### config.mk
export PLATFORM = sky130hd
export DESIGN_NAME = inst_fetch_unit
export DESIGN_NICKNAME = d
export VERILOG_FILES = /design/src/rtl/inst_fetch_unit.sv
export SDC_FILE = /design/constraint.sdc
export NUM_CORES = 1
export LEC_CHECK = 0
export ABC_AREA = 1
export CAP_MARGIN = 10
export CORE_MARGIN = 2
export CORE_UTILIZATION = 45
export DETAILED_ROUTE_END_ITERATION = 10
export PLACE_DENSITY = 0.77
export SLEW_MARGIN = 20
export SYNTH_ARGS = -nofsm -noshare
export SYNTH_HDL_FRONTEND = slang
export SYNTH_SLANG_ARGS = --single-unit
### constraint.sdc
create_clock -name clk -period 4.6 [get_ports clk]
set_input_delay 0.92 -clock clk [delete_from_list [all_inputs] [get_ports clk]]
set_output_delay 0.92 -clock clk [all_outputs]
set_load 0.005 [all_outputs]
### src/rtl/inst_fetch_unit.sv
// inst_fetch_unit: PC owner that fetches instruction words over req/ack and hands them on with valid/ready.
module inst_fetch_unit #(
  parameter int PC_W = 12,
  parameter int INST_W = 16,
  parameter logic [PC_W-1:0] RESET_PC = '0
) (
  input  logic              clk,
  input  logic              rst,
  input  logic              start,
  output logic              imem_req,
  output logic [PC_W-1:0]   imem_addr,
  input  logic              imem_ack,
  input  logic [INST_W-1:0] imem_rdata,
  output logic [INST_W-1:0] inst,
  output logic              inst_valid,
  input  logic              inst_ready,
  input  logic [1:0]        pc_src,
  input  logic [PC_W-1:0]   jump_target,
  input  logic [7:0]        branch_off,
  output logic [PC_W-1:0]   pc,
  output logic [15:0]       retired
);
  typedef enum logic [1:0] {IDLE, FETCH, HOLD} state_t;
  state_t r_state, w_next;
  logic [PC_W-1:0] r_pc, w_off, w_pc_next;
  logic [INST_W-1:0] r_inst;
  logic [15:0] r_retired;
  logic w_req, w_valid, w_consume;
  always_ff @(posedge clk or posedge rst)
    if (rst) r_state <= IDLE;
    else r_state <= w_next;
  always_comb begin
    w_next = r_state;
    w_req = 1'b0;
    w_valid = 1'b0;
    case (r_state)
      IDLE: w_next = start ? FETCH : IDLE;
      FETCH: begin
        w_req = 1'b1;
        w_next = imem_ack ? HOLD : FETCH;
      end
      HOLD: begin
        w_valid = 1'b1;
        w_next = inst_ready ? FETCH : HOLD;
      end
      default: w_next = IDLE;
    endcase
  end
  assign w_consume = w_valid && inst_ready;
  assign w_off = {{(PC_W-8){branch_off[7]}}, branch_off};
  // pc_src encoding: 10 sequential, 00 jump, 01 pc-relative branch, 11 refetch
  assign w_pc_next = pc_src == 2'b00 ? jump_target :
                     pc_src == 2'b01 ? r_pc + PC_W'(1) + w_off :
                     pc_src == 2'b11 ? r_pc : r_pc + PC_W'(1);
  always_ff @(posedge clk or posedge rst)
    if (rst) begin
      r_pc <= RESET_PC;
      r_inst <= '0;
      r_retired <= '0;
    end else begin
      if (w_req && imem_ack) r_inst <= imem_rdata;
      if (w_consume) begin
        r_pc <= w_pc_next;
        r_retired <= r_retired == 16'hFFFF ? r_retired : r_retired + 16'd1;
      end
    end
  assign imem_req = w_req;
  assign imem_addr = r_pc;
  assign inst = r_inst;
  assign inst_valid = w_valid;
  assign pc = r_pc;
  assign retired = r_retired;
endmodule

## Word level (Yosys, flattened, before mapping)

Index checks and enable logic that the tools add are counted.

| word-level totals | value |
|---|---|
| bits in latches | 0 |
| bits in read-only memories | 0 |
| output and inout port bits | 58 |
| memories | 0 |
| RAM bits | 0 |
| register bits after elaboration | 46 |
| bits of input ports | 43 |
| logic and storage cells | 29 |

| cells by class | value |
|---|---|
| div/mod/pow operators | 0 |
| $lt $le $gt $ge | 0 |
| multipliers | 0 |
| add/subtract/negate cells | 3 |
| bitwise gates (word level) | 1 |
| muxes and demuxes | 9 |
| shift-type cells | 0 |
| eq/ne operators | 6 |
| reduce and logical (&&, ||, !) cells | 6 |

Operators with widths:

| kind | count |
|---|---|
| 12-bit 2-to-1 mux | 3 |
| 16-bit by 1-bit adder with 16-bit output (second input constant) | 1 |
| 16-bit == test (second input constant) | 1 |
| 12-bit by 1-bit adder with 12-bit output (second input constant) | 1 |
| 12-bit adder | 1 |
| 2-bit case mux with 3 select lines | 1 |
| 2-bit by 1-bit == test with 1-bit output (second input constant) | 2 |
| 2-bit == test (second input constant) | 2 |
| 2-bit logical NOT | 2 |
| 2-bit 2-to-1 mux | 2 |
| 2-bit AND reduction | 2 |
| 1-bit 2-to-1 mux | 3 |
| 3-bit != test (second input constant) | 1 |
| 1-bit logical AND | 2 |
| 1-bit NOT | 1 |

## Depth between registers and ports, before layout

| depth | value |
|---|---|
| depth in word-level cells | 4 |
| gate-level depth with buffers | 20 |
| mapped depth without buffers | 20 |

## Worst setup path after synthesis

No wires, ideal clock.

| timing | value |
|---|---|
| path kind | register to register |
| from | reg r_pc[0], in the netlist imem_addr[0] |
| to | reg r_pc[10], in the netlist imem_addr[10] |
| library setup time | 0.116 ns |
| arrival | 2.153 ns |
| path slack | 2.331 ns |
| period minus slack after synthesis | 2.269 ns |
| stages on the path, launching flop included | 17 |
| buffers on the path | 0 |
| data required time | 4.484 ns |
| cell sequence | dfrtp_1 -> ha_1 -> nand2_1 -> nor2_1 -> nand2_1 -> o21ai_0 -> inv_1 -> ha_1 -> inv_1 -> nor3_1 -> o21ai_0 -> nand3_1 -> nand2_1 -> nand2_1 -> o21ai_0 -> nand2_1 -> nand2_1 |

| between the ends | value |
|---|---|
| word-level cells in the longest chain between the ends | 4 |
| elaborated cells between the ends (all ways) | 5 |
| those cells by class | 2 x add/sub; 3 x mux |

Ends and longest elaborated chain:

| what | RTL line | source |
|---|---|---|
| start, declared | 25 | `logic [PC_W-1:0] r_pc, w_off, w_pc_next;` |
| start signal, assigned | 63 | `r_pc <= w_pc_next;` |
| 12-bit by 1-bit adder with 12-bit output * | 53, 54 |  |
| 12-bit adder or 12-bit 2-to-1 mux (tied branches) | 53, 54 |  |
| 12-bit 2-to-1 mux * | 53 | `pc_src == 2'b01 ? r_pc + PC_W'(1) + w_off :` |
| 12-bit 2-to-1 mux * | 52 | `assign w_pc_next = pc_src == 2'b00 ? jump_target :` |

Mark *: on every way between the ends. The rest lies on a longest branch, timed or not. The select of a mux whose other input is x is not followed.
A chain may end at the register's enable or synchronous reset.

## Worst setup path after layout

| timing | value |
|---|---|
| from | in pc_src[1] |
| to | reg r_pc[5], in the netlist imem_addr[5] |

| between the ends | value |
|---|---|
| word-level cells in the longest chain between the ends | 3 |
| elaborated cells between the ends (all ways) | 7 |
| those cells by class | 3 x eq/ne; 2 x mux; 2 x reduce/logical |

Ends and longest elaborated chain:

| what | RTL line | source |
|---|---|---|
| start, declared | 17 | `input logic [1:0] pc_src,` |
| 2-bit by 1-bit == test with 1-bit output (tied with other cells) | 53 |  |
| 3-bit != test (no source line) or 12-bit 2-to-1 mux (tied branches) | - |  |
| 2-bit AND reduction (no source line) or 12-bit 2-to-1 mux (tied branches) | - |  |

Parallel ways exist; a longest one is shown, timed or not.

==> impl_metrics.toml <==
[run_status]
status = "finished, final reports clean"

[timing]
min_period_ns = 2.77
hold_viol = 0
max_freq_ghz = 0.361
slew_headroom_pct = 51.6
grt_setup_unrepaired = "false"
slew_viol_final = 0
worst_pin_slew_ns = 0.723
finalSetupViolCount = 0
tns_ns = 0
min_period_over_period_pct = 60.2
fin_worst_skew_ns = 0.00464

[die]
start_util_pct = 46.0
coreArea_sq_um = 6720
num_io_pins = 101
die_w_microns = 86.9
die_area_sq_um = 7540
rows = 30
die_h_microns = 86.9

[placement]
hpwl_microns = 6390
gp_congestion = 0.864
portBuffers = 100

[setup_path]
crit_arrival_ns = 2.93
cp-start-kind = "input port"
critPathKind = "input port to register"
crit_chain = "clkdlybuf4s50_1, inv_1, o21ai_2, inv_1, o221ai_1, o21ai_0"
critPathCaptureType = "register"
crit_path_frequent_cell = "inv_1"
cp_max_fo = 17
cp_slowest_stage_delay_ns = 0.68
cp_slowest_cell = "clkdlybuf4s50_1"
crit_required_ns = 4.77

[logic_synthesis]
synthArstFlopShare_pct = 100
syn_area_sq_um = 3090
synth-xor-area-share_pct = 6.24
ys_types = 40
synthTopCellsByArea = "dfrtp_1, nand2_1, ha_1"
synth_top_cell_by_area = "dfrtp_1"
yosys_warnings = 0
syn-num-nets = 447
syn_inst = 387
synth-seq-cells = 46
syn_area_per_cell_sq_um = 7.98
netlist.area_leader.share_pct = 37.3
synth_top_family_by_area = "simple AND/OR/NAND/NOR gates"
synth-edff-count = 0
synth-simple-area-share_pct = 24.7
synth_adder_area_share_pct = 7.13
synth_ff_type = "dfrtp_1"
synth_seq_area_share_pct = 37.3
synth_compound_area_share_pct = 8.95
synthMuxAreaShare_pct = 5.83

[power_and_ir_drop]
cell_internal_pwr_w = 0.00142
power.total_w = 0.00239
seqPwrFrac_pct = 29.1
vdd_drop_max_mv = 0.343
pwr-share-comb_pct = 58.3
p_clk_share_pct = 12.6
swShare_pct = 40.6
p_per_area_nw_per_um2 = 571
leakagePower_nw = 1.99
p_sw_w = 0.000973

[final_layout]
final_cell_mix = "clkdlybuf4s50_1, nand2_1, inv_1"
final_common_cell = "clkdlybuf4s50_1"
drive_gt1_share_pct = 8.35
nets = 538
area_delta_synth_final_pct = 35.8
diodes = 0

[clocking]
clockBufferDepth = 2
cts.sinks = 46
cts_tree = "built"
post_cts_buffers = 0
cts_resized = 0
postCtsHoldBufs = 0
root_buffer = "clkbuf_8"
cts_made_buffers = 5
worstSkewPairLatency_ns = 0.29
path_clk_slew_ns = 0.09
cts.htree.levels = 2

[grt]
grt_pass1_vias = 2719
gr-total-overflow = 0
grt_first_pass_wirelength_microns = 13000
grt_usage_pct = 21.4
grt_max_degree = 47
antenna_found_initial = 0

[min_path]
hold_path_class = "register to register"

[routing]
post_drt_wl_per_cell_microns = 14.4
drt-initial-drc-count = 197
antenna_left = 0
drtPass1Iterations = 4
num_vias = 2898
routed_wl_microns = 8060
vias_per_cell = 5.18
route.detailed.drc = 0

[run]
cap_violations = 0
[final timing paths]
kind	startpoint	end	slack, ns	cells after the start
max	pc_src[1]	imem_addr[5]	1.83	6
min in group asynchronous	rst	retired[14]	1.07	3
max reg2reg	imem_addr[1]	imem_addr[10]	1.88	15
min reg2reg	inst[12]	inst[12]	0.51	1
max in group asynchronous	rst	imem_addr[4]	3.13	3
min	inst[12]	inst[12]	0.51	1
[cells in the mapped netlist (all sizes together), types with 2 or more instances]
| library cell | number |
|---|---|
| nand2 | 96 |
| inv | 49 |
| dfrtp | 46 |
| nor2 | 35 |
| nand3 | 25 |
| xor2 | 21 |
| buf | 16 |
| ha | 16 |
| mux2 | 16 |
| a21oi | 14 |
| o21ai | 14 |
| nor3 | 6 |
| nand4 | 5 |
| a31oi | 4 |
| a32oi | 3 |
| or2 | 3 |
| nor3b | 2 |
| o221ai | 2 |
| o22ai | 2 |
[stage by stage]
step	worst slack [ns]	utilization [%]	instance area [sq um]	std cells	hold slack, ns
finish	1.83	62.4	4200	559	0.510
detailed placement	1.58	60.7	4080	551	0.492
global route	1.54	62.4	4200	559	0.524
CTS	1.90	62.4	4200	559	0.513
global placement	1.67	60.7	4080	551	0.485
floorplan	2.33	-	3090	387	0.503
[state kept, by name, summed over array words and instances (netlist names)]
name       cells
inst          16
imem_addr     12
r_state        2
retired       16
[cells by family (layout without fill, tap and decap cells)]
family | count (synthesis) | after routing
AND/OR/NAND/NOR | 174 | 174
buffers and inverters | 67 | 159
flip-flops | 46 | 46
AO/OA/AOI/OAI | 45 | 45
XOR/XNOR | 22 | 22
adder cells (fa/ha/maj) | 17 | 17
multiplexers | 16 | 16
[routing by layer]
layer / vias up / track usage (%) / wire length, microns
li1: 1439 / - / -
met1: 1354 / 30.4 / 3770
met2: 94 / 34.6 / 3710
met3: 11 / 3.41 / 478
met4: 0 / 4.69 / 96
met5: - / 0 / 0
[critical path: cells and delay by family]
family | cells | cell delay (ns)
AO/OA/AOI/OAI | 3 | 0.83
buffers and inverters | 3 | 1.16
[area by class of cell]
type	count	area (sq um)
clock buffer	5	68.8
sequential	46	1150
timing repair buffer	101	1010
inverter	50	189
multi-input combinational	274	1630
fill	604	2520
clock inverter	3	45.0
tap	80	100
[power groups by stage]
stage	combinational [W]	clock [W]	sequential (W)
floorplan	0.000829	0	0.000686
global placement	0.00136	0	0.000690
detailed placement	0.00139	0	0.000703
CTS	0.00139	0.000308	0.000697
global route	0.00155	0.000328	0.000722
finish	0.00139	0.000302	0.000697
No activity file was read; power rests on OpenSTA's default activity.
